$ cat config.mk
export PLATFORM = sky130hd
export DESIGN_NAME = irq_pending_ctrl
export DESIGN_NICKNAME = d
export VERILOG_FILES = /design/src/rtl/irq_pending_ctrl.sv
export SDC_FILE = /design/constraint.sdc
export NUM_CORES = 1
export LEC_CHECK = 0
export ABC_CLOCK_PERIOD_IN_PS = 2700
export BUFFER_PORTS_ARGS = -buffer_cell sky130_fd_sc_hd__buf_2
export CORE_MARGIN = 10
export CORE_UTILIZATION = 49
export CTS_CLUSTER_DIAMETER = 40
export DETAILED_ROUTE_END_ITERATION = 10
export GPL_ROUTABILITY_DRIVEN = 1
export GPL_TIMING_DRIVEN = 1
export PLACE_DENSITY_LB_ADDON = 0.05
export SLEW_MARGIN = 20
export SYNTH_ARGS = -nofsm -noshare
export SYNTH_HDL_FRONTEND = slang
export SYNTH_SLANG_ARGS = --single-unit
$ cat constraint.sdc
create_clock -name iCLK -period 2.7 [get_ports iCLK]
set_clock_uncertainty 0.15 [all_clocks]
set_input_delay 0.135 -clock iCLK [delete_from_list [all_inputs] [get_ports iCLK]]
set_output_delay 0.135 -clock iCLK [all_outputs]
set_load 0.02 [all_outputs]
$ cat src/rtl/irq_pending_ctrl.sv
// Interrupt pending controller: latches rising edges of source lines into sticky
// pending flags and drives a masked, registered level IRQ plus a small register port.
module irq_pending_ctrl #(
    parameter int NUM_SRC = 4
) (
    input  logic               iCLK,
    input  logic               iRST,
    input  logic [NUM_SRC-1:0] iSrc,
    input  logic [1:0]         iAddr,
    input  logic               iRead,
    input  logic               iWrite,
    input  logic [15:0]        iWriteData,
    output logic [15:0]        oReadData,
    output logic               oReadValid,
    output logic               oIRQ
);

    localparam logic [1:0] ADDR_PENDING = 2'd0;
    localparam logic [1:0] ADDR_MASK    = 2'd1;
    localparam logic [1:0] ADDR_STATUS  = 2'd2;
    localparam logic [1:0] ADDR_OVERRUN = 2'd3;

    logic [NUM_SRC-1:0] pending;
    logic [NUM_SRC-1:0] mask;
    logic [NUM_SRC-1:0] overrun;
    logic [NUM_SRC-1:0] srcPrev;

    logic [NUM_SRC-1:0] srcEvent;
    logic [NUM_SRC-1:0] writeBits;
    logic [NUM_SRC-1:0] clrPending;
    logic [NUM_SRC-1:0] clrOverrun;
    logic [NUM_SRC-1:0] pendingNext;
    logic [NUM_SRC-1:0] overrunNext;
    logic [NUM_SRC-1:0] maskNext;
    logic [15:0]        readMux;

    // Write-data bits above NUM_SRC have no register behind them.
    logic unusedWriteBits;
    assign unusedWriteBits = ^iWriteData;

    function automatic logic [15:0] widen(input logic [NUM_SRC-1:0] value);
        widen = '0;
        widen[NUM_SRC-1:0] = value;
    endfunction

    assign writeBits = iWriteData[NUM_SRC-1:0];

    always_comb begin
        // NOTE: every output of a combinational block gets a default first so no latch is inferred.
        srcEvent    = '0;
        clrPending  = '0;
        clrOverrun  = '0;
        pendingNext = '0;
        overrunNext = '0;
        maskNext    = mask;

        srcEvent = iSrc & ~srcPrev;
        if (iWrite && iAddr == ADDR_PENDING) clrPending = writeBits;
        if (iWrite && iAddr == ADDR_OVERRUN) clrOverrun = writeBits;
        if (iWrite && iAddr == ADDR_MASK)    maskNext   = writeBits;

        // A new edge beats a same-cycle clear; an edge that meets its own clear is not an overrun.
        pendingNext = srcEvent | (pending & ~clrPending);
        overrunNext = (srcEvent & pending & ~clrPending) | (overrun & ~clrOverrun);
    end

    always_comb begin
        readMux = '0;
        unique case (iAddr)
            ADDR_PENDING: readMux = widen(pending);
            ADDR_MASK:    readMux = widen(mask);
            ADDR_STATUS:  readMux = widen(pending & mask);
            ADDR_OVERRUN: readMux = widen(overrun);
            default:      readMux = '0;
        endcase
    end

    always_ff @(posedge iCLK) begin
        // NOTE: sequential state uses non-blocking assignments so all registers update together.
        if (iRST) begin
            pending    <= '0;
            mask       <= '0;
            overrun    <= '0;
            srcPrev    <= iSrc;
            oReadData  <= '0;
            oReadValid <= 1'b0;
            oIRQ       <= 1'b0;
        end else begin
            pending    <= pendingNext;
            mask       <= maskNext;
            overrun    <= overrunNext;
            srcPrev    <= iSrc;
            oReadValid <= iRead;
            oIRQ       <= |(pendingNext & maskNext);
            if (iRead) oReadData <= readMux;
        end
    end

endmodule
==> results of run 1 <==
worst register-to-register path, stage by stage, from the launching register on:
cell,delay [ps]
dfxtp_1,360
mux2i_1,70
a2111oi_1,390
a21oi_1,70
nor2_1,90
routing by layer:
| layer | part of all wire, % | track usage (%) | wire length, um | vias to the layer above |
|---|---|---|---|---|
| met4 | 1.2 | 3.209 | 25 | 0 |
| met3 | 8.5 | 3.559 | 174 | 6 |
| met2 | 45 | 15.58 | 919 | 31 |
| met5 | 0 | 0 | 0 | - |
| met1 | 45 | 10.67 | 920 | 354 |
| li1 | - | - | - | 396 |
registers in the layout, indices dropped and copies added, names as in the netlist:
register,flops
mask,4
oReadData,4
overrun,4
pending,4
srcPrev,4
oIRQ,1
oReadValid,1
what timing repair did:
action                    CTS  global route
gates resized for setup     0             0
hold endpoints to repair    7             0
hold buffers                6             0
synth_stat cells:
cell type and count:
a211o_1 3, mux2i_1 3, inv_1 3, buf_4 12
nor3b_1 1, a21o_1 2, xor2_1 1, conb_1 1
nand4bb_1 4, nor2_1 11, o2bb2a_4 2, dfxtp_1 22
a21oi_1 7, clkbuf_1 2, nand3b_4 1, and3_2 1
a2111oi_1 1, nor2b_1 8, clkinv_1 1, nand2_1 8
buf_6 1, mux2_4 2, a32oi_1 4, o22ai_1 3
buf_2 1
how the worst min path moves through the flow:
stage | start | endpoint | slack, ps | cells after the start
2_1_floorplan | iSrc[0] | srcPrev[0]$_DFF_P_ | 10 | 0
3_3_place_gp | iSrc[1] | srcPrev[1]$_DFF_P_ | 100 | 1
3_5_place_dp | iSrc[0] | srcPrev[0]$_DFF_P_ | 100 | 1
4_1_cts | iWriteData[1] | overrun[1]$_SDFF_PP0_ | 2 | 4
5_1_grt | iWriteData[1] | overrun[1]$_SDFF_PP0_ | 20 | 4
6_report | iWriteData[1] | overrun[1]$_SDFF_PP0_ | 3 | 4
through the flow:
| step | hold WS (ps) | setup WS, ps | total power, W | cells |
|---|---|---|---|---|
| 2_1_floorplan | 12.72 | 1414 | 0.0004409 | 116 |
| 3_5_place_dp | 98.80 | 1286 | 0.0004537 | 146 |
| 4_1_cts | 1.687 | 1374 | 0.0006059 | 155 |
| 5_1_grt | 15.29 | 1293 | 0.0006265 | 155 |
| 6_report | 2.853 | 1363 | 0.0005960 | 155 |
| 3_3_place_gp | 95.87 | 1270 | 0.0004529 | 146 |
power groups by stage:
stage	combinational [W]	sequential (W)	clock [W]
after floorplan	0.0000808	0.000360	0
after global placement	0.0000982	0.000355	0
after detailed placement	0.0000985	0.000355	0
after CTS	0.000106	0.000348	0.000152
after global routing	0.000116	0.000350	0.000160
final	0.000105	0.000348	0.000143
kinds of logic after synthesis:
| kind of cell | count (synthesis) | share of synthesized area (%) |
|---|---|---|
| compound gates | 22 | 17.60 |
| flops | 22 | 43.03 |
| mux | 5 | 5.868 |
| buf+inv | 20 | 12.59 |
| simple gates | 34 | 19.68 |
| other cells | 1 | 0.3664 |
| xor+xnor | 1 | 0.8559 |
final cells by class:
class                      count  area [um^2]
sequential                    22        440.4
clock buffer                   3        22.52
timing repair buffer          25        155.1
multi-input combinational     74        495.5
tap                           27        33.78
inverter                       4        15.01
fill                         186        819.5
==> results.py, run 1 <==
metrics = {
    "grt": {
        "antenna_found_initial": 0,
        "grt_pass1_vias": 760,
        "grt_pass1_wl_mm": 3.298,
        "track_usage_pct": 9.370,
        "grt_max_degree": 19,
        "overflow": 0,
    },
    "floorplanning": {
        "die_h_um": 65.70,
        "initial_core_util_pct": 51.64,
        "chipWidth_um": 65.70,
        "std_cell_rows": 16,
        "ioPinCount": 44,
        "coreArea_mm2": 0.001982,
        "die_area_mm2": 0.004316,
    },
    "placed_design": {
        "dp.final_hpwl_mm": 1.549,
        "portBuffers": 19,
        "place_congestion": 0.7698,
        "place_area_mm2": 0.001080,
    },
    "critical_path": {
        "worstSetupStartpoint": "iWriteData[0]",
        "path_cells": "dlygate4sd3_1 -> buf_2 -> nand4bb_1 -> a21oi_1 -> o2bb2a_4 -> a21oi_1",
        "path_buf_inv": 2,
        "end_kind": "flip-flop",
        "reg2reg_depth": 4,
        "cp_top_family": "buffers and inverters",
        "r2r_slack_ps": 1520,
        "cpPeakStageDelay_ps": 510,
        "startpoint_type": "input port",
        "endpoint": "oIRQ$_SDFF_PP0_",
        "crit_cells": 6,
        "reg2reg_to": "oReadData[3]$_SDFFE_PP0P_",
        "cpMostUsedCell": "a21oi_1",
        "cp.arrival_ps": 1380,
        "critPathMaxFanout": 3,
        "cpMaxStageDelayCell": "dlygate4sd3_1",
        "timing_worst_setup_path_type": "in2reg",
        "required_ps": 2740,
        "reg2reg_from": "mask[3]$_SDFF_PP0_",
    },
    "synth": {
        "syn-mean-instance-area_um2": 9.747,
        "ys_ff_latch": 22,
        "ys_seq_area_share_pct": 43.03,
        "yosysTopAreaCell": "dfxtp_1",
        "synthCells": 105,
        "yosysWarnings": 0,
        "synthDistinctLibCells": 25,
        "yosys-top-cells-area": "dfxtp_1 43%, buf_4 8.8%, nor2b_1 4.9%",
        "synth_top_area_share_pct": 43.03,
        "synth_area_mm2": 0.001023,
    },
    "final_layout": {
        "final_cell_mix": "22 x dfxtp_1, 19 x buf_2, 12 x conb_1",
        "fin_area_mm2": 0.001162,
        "final_common_cell": "dfxtp_1",
        "synthToLayoutAreaGrowth_pct": 13.57,
        "fin_nets": 156,
        "antennaDiodeCount": 0,
        "final_util_pct": 58.65,
        "drive_gt1_share_pct": 21.88,
    },
    "sta": {
        "slew_violations": 0,
        "period_minus_slack_ps": 1337,
        "tns_ps": 0,
        "final_hold_viol_count": 0,
        "setup_viol": 0,
        "rsz0062_at_grt": "no",
        "max_freq_ghz": 0.7478,
        "fin_crit_sh_pct": 49.53,
    },
    "job": {
        "cap_violations": 0,
    },
    "drt": {
        "vias_per_cell": 5.077,
        "avgRoutedWirePerCell_um": 13.16,
        "firstDrtPassIters": 4,
        "drc": 0,
        "ant_nets": 0,
        "wl_mm": 2.040,
        "drt_iter0_markers": 32,
        "via_count": 787,
    },
    "power": {
        "p_int_w": 0.0004360,
        "power_leakage_nw": 0.5158,
        "clkPwrFrac_pct": 23.9,
        "power.share.sequential_pct": 58.4,
        "p_comb_share_pct": 17.7,
        "ir_drop_v": 0.0003155,
        "swShare_pct": 26.84,
        "p_sw_w": 0.0001600,
        "p_per_area_mw_per_mm2": 512.7,
    },
    "clock_network": {
        "insertion_delay_ps": 300,
        "cts_tree": "built",
        "cts_sinks": 22,
        "clockBufferDepth": 2,
        "h-tree-depth": 1,
        "postCtsSetupBuffers": 0,
        "clk_pin_slew_ps": 110,
        "cts_buffers": 3,
        "cts_root_buf": "clkbuf_4",
    },
    "outcome": {
        "outcome": "completed",
    },
    "hold_path": {
        "hp-class": "in2reg",
    },
}
Note: power is estimated with default switching activity, not from simulation.
==> run 2: changes to the inputs <==
- ABC_AREA: default -> 1
- ABC_CLOCK_PERIOD_IN_PS: 2700 -> 1200
- CORE_UTILIZATION: 49 -> 41
- clock period: 2.7 -> 1.2 ns (I/O delays scaled with it)
==> results.py, run 2 <==
metrics = {
    "final_layout": {
        "instances_no_fill": 206,
        "num-fill-cells": 215,
        "final_common_cell": "nand2_1",
        "antennaDiodeCount": 0,
        "final_cell_mix": "46 x nand2_1, 22 x dfxtp_1, 19 x buf_2",
        "drive_gt1_share_pct": 21.91,
        "fin_area_mm2": 0.001323,
        "synthToLayoutAreaGrowth_pct": 30.82,
        "fin_nets": 205,
    },
    "placed_design": {
        "portBuffers": 19,
        "dp.cells": 192,
        "dp.final_hpwl_mm": 1.882,
        "post-place-ws_ps": 12.52,
        "place_area_mm2": 0.001170,
        "place_congestion": 0.7428,
    },
    "clock_network": {
        "h-tree-depth": 1,
        "cts_buffers": 3,
        "cts_root_buf": "clkbuf_4",
        "insertion_delay_ps": 310,
        "clk_pin_slew_ps": 130,
        "clockBufferDepth": 2,
        "cts_tree": "built",
        "postCtsSetupBuffers": 0,
        "cts_resized": 0,
        "cts_hold_buf": 10,
        "cts_sinks": 22,
    },
    "critical_path": {
        "reg2reg_from": "pending[2]$_SDFF_PP0_",
        "reg2reg_depth": 6,
        "endpoint": "oIRQ$_SDFF_PP0_",
        "end_kind": "flip-flop",
        "worstSetupStartpoint": "iWriteData[3]",
        "required_ps": 1270,
        "startpoint_type": "input port",
        "timing_worst_setup_path_type": "in2reg",
        "r2r_slack_ps": 200,
        "reg2reg_to": "oIRQ$_SDFF_PP0_",
        "critPathMaxFanout": 3,
        "cp.arrival_ps": 1200,
    },
    "synth": {
        "synth_area_mm2": 0.001011,
        "synthSimpleGateAreaFrac_pct": 27.85,
        "synth_top_area_share_pct": 43.56,
        "ys_seq_area_share_pct": 43.56,
        "synth_compound_area_share_pct": 14.36,
        "synth_edf_count": 0,
        "synth_async_sr_flop_share_pct": 0,
        "yosys-top-cells-area": "dfxtp_1 44%, nand2_1 17%, buf_4 8.9%",
        "synth_xor_area_share_pct": 0,
        "synth_mux_area_share_pct": 0,
        "yosysMostFrequentCell": "nand2_1",
        "synthDistinctLibCells": 18,
        "synthCells": 137,
        "yosysWarnings": 0,
        "yosysTopAreaCell": "dfxtp_1",
        "synth_top_family_by_area": "simple AND/OR/NAND/NOR gates",
        "synth-main-ff-cell": "dfxtp_1",
        "yosys-top-cells-count": "46 x nand2_1, 22 x dfxtp_1, 12 x a21oi_1, 12 x buf_4, 9 x inv_1",
        "synthAdderAreaFrac_pct": 0,
        "ys_ff_latch": 22,
        "syn-mean-instance-area_um2": 7.379,
    },
    "floorplanning": {
        "coreArea_mm2": 0.002276,
        "chipWidth_um": 69.66,
        "std_cell_rows": 17,
        "ioPinCount": 44,
        "die_h_um": 69.66,
        "die_area_mm2": 0.004852,
        "initial_core_util_pct": 44.42,
    },
    "grt": {
        "track_usage_pct": 9.816,
        "overflow": 0,
        "grt_pass1_vias": 966,
        "grt_pass1_wl_mm": 4.133,
        "grt_max_degree": 14,
        "antenna_found_initial": 0,
    },
    "outcome": {
        "outcome": "completed",
    },
    "sta": {
        "rsz0062_at_grt": "no",
        "max_freq_ghz": 0.8879,
        "fin_crit_sh_pct": 93.85,
        "layout_setup_ws_ps": 73.78,
        "setup_viol": 0,
        "final_hold_viol_count": 0,
        "slew_violations": 0,
        "period_minus_slack_ps": 1126,
        "tns_ps": 0,
    },
    "power": {
        "swShare_pct": 25.32,
        "p_per_area_mw_per_mm2": 1222,
        "p_int_w": 0.001207,
        "p_sw_w": 0.0004094,
        "power.share.sequential_pct": 48.6,
        "clkPwrFrac_pct": 35.5,
        "power_leakage_nw": 0.6344,
        "power_w": 0.001617,
        "ir_drop_v": 0.001307,
        "p_comb_share_pct": 15.9,
    },
    "drt": {
        "wl_mm": 2.419,
        "drc": 0,
        "vias_per_cell": 4.670,
        "drt_iter0_markers": 54,
        "ant_nets": 0,
        "via_count": 962,
        "avgRoutedWirePerCell_um": 11.74,
        "firstDrtPassIters": 4,
    },
    "hold_path": {
        "worstHoldStart": "iAddr[0]",
        "hp-class": "in2reg",
    },
    "job": {
        "cap_violations": 0,
    },
}
-- run 2: cell types whose count changed after synthesis, sizes merged, moves of 5 or more --
cell,delta
a21oi,+5
nand2,+39
nand3,+8
inv,+7
nor2b,-8
nor2,-5
-- run 2: worst min path at each step --
| stage | endpoint | depth (start not counted) |
|---|---|---|
| floorplan | srcPrev[0]$_DFF_P_ | 0 |
| global placement | srcPrev[2]$_DFF_P_ | 1 |
| detailed placement | srcPrev[2]$_DFF_P_ | 1 |
| CTS | mask[1]$_SDFF_PP0_ | 5 |
| global route | mask[2]$_SDFF_PP0_ | 5 |
| finish | mask[1]$_SDFF_PP0_ | 5 |
-- run 2: through the flow --
step / utilization, % / hold slack, ps
2_1_floorplan: - / -62.28
3_3_place_gp: 51.40 / 41.47
3_5_place_dp: 51.40 / 43.58
4_1_cts: 58.11 / 20.17
5_1_grt: 58.11 / 38.38
6_report: 58.11 / 30.53
-- run 2: critical path, stage by stage --
cell	delay, ps
dlygate4sd3_1	520
buf_2	120
nand3_1	90
nand2_1	90
nand2_1	50
nand2_1	60
nand2_1	50
nor2_1	100
nor2_1	50
-- run 2: routing by layer --
layer  GRT usage (%)  part of all wire (%)
met5               0                     0
met4           1.304                  0.41
met3           5.563                    10
met2           15.52                    41
met1           11.54                    48
-- run 2: cell type report --
| cell class | instances | area [um^2] | area share [%] |
|---|---|---|---|
| Clock buffer | 3 | 22.52 | 1.703 |
| Clock inverter | 1 | 30.03 | 2.271 |
| Inverter | 10 | 37.54 | 2.838 |
| Multi-Input combinational cell | 101 | 471.7 | 35.67 |
| Sequential cell | 22 | 440.4 | 33.30 |
| Tap cell | 28 | 35.03 | 2.649 |
| Timing Repair Buffer | 41 | 285.3 | 21.57 |
-- run 2: logic make-up (layout without fill, tap and decap cells) --
kind of cell,after synthesis,count (layout)
buffers and inverters,25,55
AND/OR/NAND/NOR,65,65
flip-flops,22,22
other,1,12
AO/OA/AOI/OAI,24,24
-- run 2: power groups by stage --
stage / sequential, W / clock (W) / combinational, W
2_1_floorplan: 0.000812 / 0 / 0.000156
3_3_place_gp: 0.000801 / 0 / 0.000228
3_5_place_dp: 0.000802 / 0 / 0.000230
4_1_cts: 0.000786 / 0.000587 / 0.000256
5_1_grt: 0.000791 / 0.000612 / 0.000285
6_report: 0.000786 / 0.000574 / 0.000257
